===== src/rtl/pll_sup_pkg.sv =====
// PLL lock supervisor shared types and width helpers.
// State encoding plus counter-width derivation used by the top.
package pll_sup_pkg;

  typedef enum logic [2:0] {
    RST_PLL   = 3'd0,
    WAIT_LOCK = 3'd1,
    STABLE    = 3'd2,
    RUN       = 3'd3,
    FAULT     = 3'd4
  } state_e;

  localparam int RST_CYC_DEF    = 16;
  localparam int LOCK_TMO_DEF   = 4096;
  localparam int STABLE_CYC_DEF = 256;

  function automatic int max3(
    input int a,
    input int b,
    input int c
  );
    int m;
    m = (a > b) ? a : b;
    return (m > c) ? m : c;
  endfunction

  // Phase counter width; never below one bit.
  function automatic int cnt_bits(
    input int a,
    input int b,
    input int c
  );
    int w;
    w = $clog2(max3(a, b, c));
    return (w < 1) ? 1 : w;
  endfunction

  localparam int CNT_BITS_DEF =
    cnt_bits(RST_CYC_DEF, LOCK_TMO_DEF, STABLE_CYC_DEF);

endpackage


===== src/rtl/sync_2ff.sv =====
// Generic 1-bit two-flop synchroniser, cleared to 0 on reset.
// Ports: clk_tb, rst_n (async, active-low), d (async in), q (synced out).
module sync_2ff (
  input  logic clk_tb,
  input  logic rst_n,
  input  logic d,
  output logic q
);

  logic meta;

  always_ff @(posedge clk_tb or negedge rst_n) begin
    if (!rst_n) begin
      meta <= 1'b0;
      q    <= 1'b0;
    end else begin
      meta <= d;
      q    <= meta;
    end
  end

endmodule


===== src/rtl/pll_lock_supervisor.sv =====
// PLL lock supervisor: sequences pll_rst, qualifies lock, releases sys_rst_n.
// Retries timed-out lock attempts, counts lock losses, latches a fault.
// Ports:
//   clk_tb, rst_n (async, active-low), pll_lock (async), fault_clr (pulse)
//   pll_rst, sys_rst_n, locked_ok, fault, retry_cnt[1:0],
//   loss_cnt[CNT_W-1:0], state[2:0]
// Optional: define PLL_FREQ_CHK_EN to add clk_mon input, freq_err output
// and a windowed clk_mon edge-count check that acts as a lock loss in RUN.
module pll_lock_supervisor
  import pll_sup_pkg::*;
#(
  parameter int RST_CYC    = 16,
  parameter int LOCK_TMO   = 4096,
  parameter int STABLE_CYC = 256,
  parameter int MAX_RETRY  = 3,
  parameter int CNT_W      = 8
`ifdef PLL_FREQ_CHK_EN
  ,
  parameter int WIN_CYC    = 1024,
  parameter int EXP_EDGES  = 41,
  parameter int TOL        = 2
`endif
) (
  input  logic             clk_tb,
  input  logic             rst_n,
  input  logic             pll_lock,
  input  logic             fault_clr,
`ifdef PLL_FREQ_CHK_EN
  input  logic             clk_mon,
  output logic             freq_err,
`endif
  output logic             pll_rst,
  output logic             sys_rst_n,
  output logic             locked_ok,
  output logic             fault,
  output logic [1:0]       retry_cnt,
  output logic [CNT_W-1:0] loss_cnt,
  output logic [2:0]       state
);

  localparam int CW =
    cnt_bits(RST_CYC, LOCK_TMO, STABLE_CYC);

  localparam logic [CW-1:0] RST_LAST =
    CW'(RST_CYC - 1);
  localparam logic [CW-1:0] TMO_LAST =
    CW'(LOCK_TMO - 1);
  localparam logic [CW-1:0] STB_LAST =
    CW'(STABLE_CYC - 1);
  // The lk=1 cycle that enters STABLE is the first counted one.
  localparam logic [CW-1:0] STB_INIT =
    (STABLE_CYC > 1) ? CW'(1) : CW'(0);
  localparam logic [1:0] RETRY_MAX =
    2'(MAX_RETRY);

  state_e      st;
  logic [CW-1:0] cnt;
  logic        lk;
  logic        lost;
  logic [1:0]  retry_nx;

  sync_2ff u_lk_sync (
    .clk_tb (clk_tb),
    .rst_n  (rst_n),
    .d      (pll_lock),
    .q      (lk)
  );

  assign retry_nx = retry_cnt + 2'd1;
  assign state    = st;

`ifdef PLL_FREQ_CHK_EN
  localparam int WW = (WIN_CYC > 1) ? $clog2(WIN_CYC) : 1;
  localparam int EW = $clog2(WIN_CYC + 1);
  localparam logic [WW-1:0] WIN_LAST =
    WW'(WIN_CYC - 1);

  logic          mon_s;
  logic          mon_q;
  logic          mon_rise;
  logic [WW-1:0] win_cnt;
  logic [EW-1:0] edg_cnt;
  logic [EW-1:0] edg_tot;
  logic          freq_bad;

  sync_2ff u_mon_sync (
    .clk_tb (clk_tb),
    .rst_n  (rst_n),
    .d      (clk_mon),
    .q      (mon_s)
  );

  assign mon_rise = mon_s & ~mon_q;
  assign edg_tot  = edg_cnt + EW'(mon_rise);

  // Evaluated on the last cycle of a window, edge of that cycle included.
  assign freq_bad = (st == RUN) &&
                    (win_cnt == WIN_LAST) &&
                    ((int'(edg_tot) < EXP_EDGES - TOL) ||
                     (int'(edg_tot) > EXP_EDGES + TOL));

  always_ff @(posedge clk_tb or negedge rst_n) begin
    if (!rst_n) begin
      mon_q    <= 1'b0;
      win_cnt  <= '0;
      edg_cnt  <= '0;
      freq_err <= 1'b0;
    end else begin
      mon_q <= mon_s;
      if (st != RUN || win_cnt == WIN_LAST) begin
        win_cnt <= '0;
        edg_cnt <= '0;
      end else begin
        win_cnt <= win_cnt + WW'(1);
        edg_cnt <= edg_tot;
      end
      if (freq_bad)
        freq_err <= 1'b1;
    end
  end

  assign lost = ~lk | freq_bad;
`else
  assign lost = ~lk;
`endif

  always_ff @(posedge clk_tb or negedge rst_n) begin
    if (!rst_n) begin
      st        <= RST_PLL;
      cnt       <= '0;
      pll_rst   <= 1'b1;
      sys_rst_n <= 1'b0;
      locked_ok <= 1'b0;
      fault     <= 1'b0;
      retry_cnt <= 2'd0;
      loss_cnt  <= '0;
    end else begin
      case (st)
        RST_PLL: begin
          if (cnt == RST_LAST) begin
            st      <= WAIT_LOCK;
            cnt     <= '0;
            pll_rst <= 1'b0;
          end else begin
            cnt <= cnt + CW'(1);
          end
        end
        WAIT_LOCK: begin
          // Lock has priority over a coincident timeout.
          if (lk) begin
            st  <= STABLE;
            cnt <= STB_INIT;
          end else if (cnt == TMO_LAST) begin
            cnt       <= '0;
            pll_rst   <= 1'b1;
            retry_cnt <= retry_nx;
            if (retry_nx == RETRY_MAX) begin
              st    <= FAULT;
              fault <= 1'b1;
            end else begin
              st <= RST_PLL;
            end
          end else begin
            cnt <= cnt + CW'(1);
          end
        end
        STABLE: begin
          if (!lk) begin
            st  <= WAIT_LOCK;
            cnt <= '0;
          end else if (cnt == STB_LAST) begin
            st        <= RUN;
            cnt       <= '0;
            sys_rst_n <= 1'b1;
            locked_ok <= 1'b1;
            retry_cnt <= 2'd0;
          end else begin
            cnt <= cnt + CW'(1);
          end
        end
        RUN: begin
          if (lost) begin
            st        <= RST_PLL;
            cnt       <= '0;
            pll_rst   <= 1'b1;
            sys_rst_n <= 1'b0;
            locked_ok <= 1'b0;
            if (loss_cnt != {CNT_W{1'b1}})
              loss_cnt <= loss_cnt + CNT_W'(1);
          end
        end
        FAULT: begin
          if (fault_clr) begin
            st        <= RST_PLL;
            cnt       <= '0;
            fault     <= 1'b0;
            retry_cnt <= 2'd0;
          end
        end
        default: begin
          st        <= RST_PLL;
          cnt       <= '0;
          pll_rst   <= 1'b1;
          sys_rst_n <= 1'b0;
          locked_ok <= 1'b0;
          fault     <= 1'b0;
        end
      endcase
    end
  end

endmodule


===== config.mk =====
export PLATFORM = sky130hd
export DESIGN_NAME = pll_lock_supervisor
export DESIGN_NICKNAME = d
export VERILOG_FILES = /design/src/rtl/pll_sup_pkg.sv /design/src/rtl/sync_2ff.sv /design/src/rtl/pll_lock_supervisor.sv
export SDC_FILE = /design/constraint.sdc
export NUM_CORES = 1
export LEC_CHECK = 0
export ABC_AREA = 1
export CORE_ASPECT_RATIO = 0.7
export CORE_MARGIN = 3
export CORE_UTILIZATION = 40
export DETAILED_ROUTE_END_ITERATION = 16
export HOLD_SLACK_MARGIN = 0.15
export PLACE_DENSITY = 0.72
export SYNTH_ARGS = -nofsm -noshare
export SYNTH_HDL_FRONTEND = slang
export SYNTH_HIERARCHICAL = 1
export SYNTH_SLANG_ARGS = --single-unit

===== constraint.sdc =====
create_clock -name clk_tb -period 3.1 [get_ports clk_tb]
set_input_delay 0.62 -clock clk_tb [delete_from_list [all_inputs] [get_ports clk_tb]]
set_output_delay 0.62 -clock clk_tb [all_outputs]
set_load 0.02 [all_outputs]

==> results.sh <==
export IMPL_status="finished, final reports clean"
export IMPL_avgSynthCellArea_um2=7.50
export IMPL_arrival_ps=1560
export IMPL_rows=19
export IMPL_dieHeight_um=61.3
export IMPL_r2r_start="cnt[0]"
export IMPL_num_antenna_cells=0
export IMPL_utilization=0.515
export IMPL_synthAdderAreaFrac=0.0215
export IMPL_cts_buffers=5
export IMPL_cts_hold_buf=0
export IMPL_fin_crit_sh=0.704
export IMPL_cts_sinks=30
export IMPL_cp_buffers_inverters=1
export IMPL_dieArea_mm2=0.00521
export IMPL_start_util=0.430
export IMPL_track_usage=0.161
export IMPL_hold_viol=0
export IMPL_path_clk_slew_ps=60
export IMPL_cp_depth=1
export IMPL_die_w_um=85.0
export IMPL_synth_top_area_share=0.415
export IMPL_yosys_mux_area_fraction=0
export IMPL_grt_pass1_wl_um=6380
export IMPL_syn_cell_area_mm2=0.00175
export IMPL_crit_start="state[0]"
export IMPL_overflow=0
export IMPL_viasPerCell=4.90
export IMPL_core_mm2=0.00407
export IMPL_comb_power_share=0.440
export IMPL_synth_top_family_by_area="simple AND/OR/NAND/NOR gates"
export IMPL_cts_htree_levels=2
export IMPL_synth_yosys_seq_area_share=0.430
export IMPL_grt_start_max_net_pins=31
export IMPL_clockRootBuffer="clkbuf_8"
export IMPL_synthXorXnorAreaFrac=0.0601
export IMPL_final_setup_tns_ps=0
export IMPL_endpoint_kind="output pin"
export IMPL_synth_nets=240
export IMPL_r2r_cells=9
export IMPL_crit_type="reg -> out"
export IMPL_setup_viol=0
export IMPL_crit_chain="clkdlybuf4s50_1"
export IMPL_drt_pass1_iterations=4
export IMPL_ys_top_cells_by_area="dfrtp_1, nand2_1, nor2_1, nand3_1, inv_1"
export IMPL_critPathMaxFanout=9
export IMPL_rsz0062_at_grt="false"
export IMPL_route_detailed_drc=0
export IMPL_drt_wl_total_um=3700
export IMPL_yosys_area_share_simple=0.365
export IMPL_nNetsFinal=266
export IMPL_synth_compound_area_frac=0.0508
export IMPL_yosysUniqueCellTypes=27
export IMPL_cts_buffer_depth=2
export IMPL_post_cts_setup_buffer_count=0
export IMPL_ir_worst_vdd_v=0.000541
export IMPL_final_cell_mix="nand2_1, nor2_1, dfrtp_1"
export IMPL_slowest_delay_ps=680
export IMPL_syn_inst=233
export IMPL_dr_total_vias=1530
export IMPL_critPathLaunchType="flip-flop"
export IMPL_cts_tree="yes"
export IMPL_leakage_uw=0.000996
export IMPL_p_switching_uw=680
export IMPL_path_delay_family="buffers and inverters"
export IMPL_clkPwrFrac=0.200
export IMPL_hp_start="u_lk_sync/meta"
export IMPL_grt_pass1_vias=1323
export IMPL_slew_viol_final=0
export IMPL_p_per_area_mw_per_mm2=775
export IMPL_cts_repair_resized=0
export IMPL_hp_class="reg -> reg"
export IMPL_slew_headroom=0.725
export IMPL_tightest_slew_ps=412
export IMPL_synthToLayoutAreaGrowth_pct=19.8
export IMPL_dr_first_iter_drc_count=158
export IMPL_clkLatencyLatePin_ps=290
export IMPL_final_common_cell="nand2_1"
export IMPL_yosysTopAreaCell="dfrtp_1"
export IMPL_hpwl_um=2790
export IMPL_worst_hold_path_num_cells=0
export IMPL_fin_crit_ps=2180
export IMPL_power_share_sequential=0.360
export IMPL_ioPinCount=21
export IMPL_worstPathRequired_ps=2480
export IMPL_ys_seq_elements=30
export IMPL_max_cap_violations=0
export IMPL_power_internal_uw=942
export IMPL_yosys_warnings=6
export IMPL_skew_ps=2.56
export IMPL_wl_per_cell_um=11.9
export IMPL_fillerInstances=372
export IMPL_switching_share=0.419
export IMPL_crit_slowest_cell="clkdlybuf4s50_1"
export IMPL_portBuffers=20
export IMPL_drive_above_1_share=0.0923
export IMPL_place_congestion=0.897
export IMPL_fmax_ghz=0.458
export IMPL_antenna_found_initial=0
export IMPL_antenna_left=0
per-layer routing:
metal	vias up	global-route usage	part of all wire
met3	6	0.0441	0.080
met1	684	0.244	0.53
met2	48	0.206	0.38
met5	-	0	0
met4	0	0.0813	0.014
li1	792	-	-
sequential cells by signal, indices dropped and copies added (netlist names):
register and flops:
fault 1, pll_rst 1, state 3, cnt 12, locked_ok 1, u_lk_sync/q 1
loss_cnt 8, retry_cnt 2, u_lk_sync/meta 1
synth_stat cells (all sizes together):
cell	number
ha	3
nand4	9
inv	28
nand3b	2
o21ai	14
nand3	21
xor2	6
o22ai	1
a21oi	1
xnor2	6
dfrtp	29
dfstp	1
nand2	72
buf	2
nor2	38
path summary, 6_finish.rpt:
check | endpoint | slack [ps]
min in group asynchronous | cnt[4] | 720
max in group asynchronous | pll_rst | 2070
hold / removal | u_lk_sync/q | 350
hold reg to reg | u_lk_sync/q | 350
setup reg to reg | state[2] | 1440
setup / recovery | state[0] | 920
power by group through the flow:
| stage | combinational [µW] | clock, µW | sequential, µW |
|---|---|---|---|
| after floorplan | 443 | 0 | 630 |
| after global placement | 707 | 0 | 588 |
| after detailed placement | 713 | 0 | 591 |
| after CTS | 716 | 335 | 585 |
| after global routing | 812 | 348 | 599 |
| final | 714 | 324 | 584 |
cell families (layout without fill, tap and decap cells):
logic type | after synthesis | after routing
simple gates | 142 | 142
flops | 30 | 30
buf+inv | 30 | 57
compound gates | 16 | 16
xor+xnor | 12 | 12
fa+ha+maj | 3 | 3
layout make-up:
class                           instances  area, µm²  share of cell area
Multi-Input combinational cell        173        870               0.415
Sequential cell                        30        752               0.359
Timing Repair Buffer                   21        208              0.0992
Inverter                               28        108              0.0514
Clock buffer                            7       86.3              0.0412
Tap cell                               52       65.1              0.0311
Clock inverter                          1       5.00             0.00239
per-stage QoR:
step / cells / hold slack [ps] / setup slack (ps) / cell area [µm²] / total power, µW
5_1_grt: 312 / 354 / 869 / 2090 / 1760
3_5_place_dp: 304 / 340 / 1170 / 2000 / 1300
2_1_floorplan: 233 / 324 / 1650 / 1750 / 1070
3_3_place_gp: 304 / 337 / 1190 / 2000 / 1290
4_1_cts: 312 / 354 / 898 / 2090 / 1640
6_report: 312 / 353 / 918 / 2090 / 1620
No activity file was read; power rests on OpenSTA's default activity.
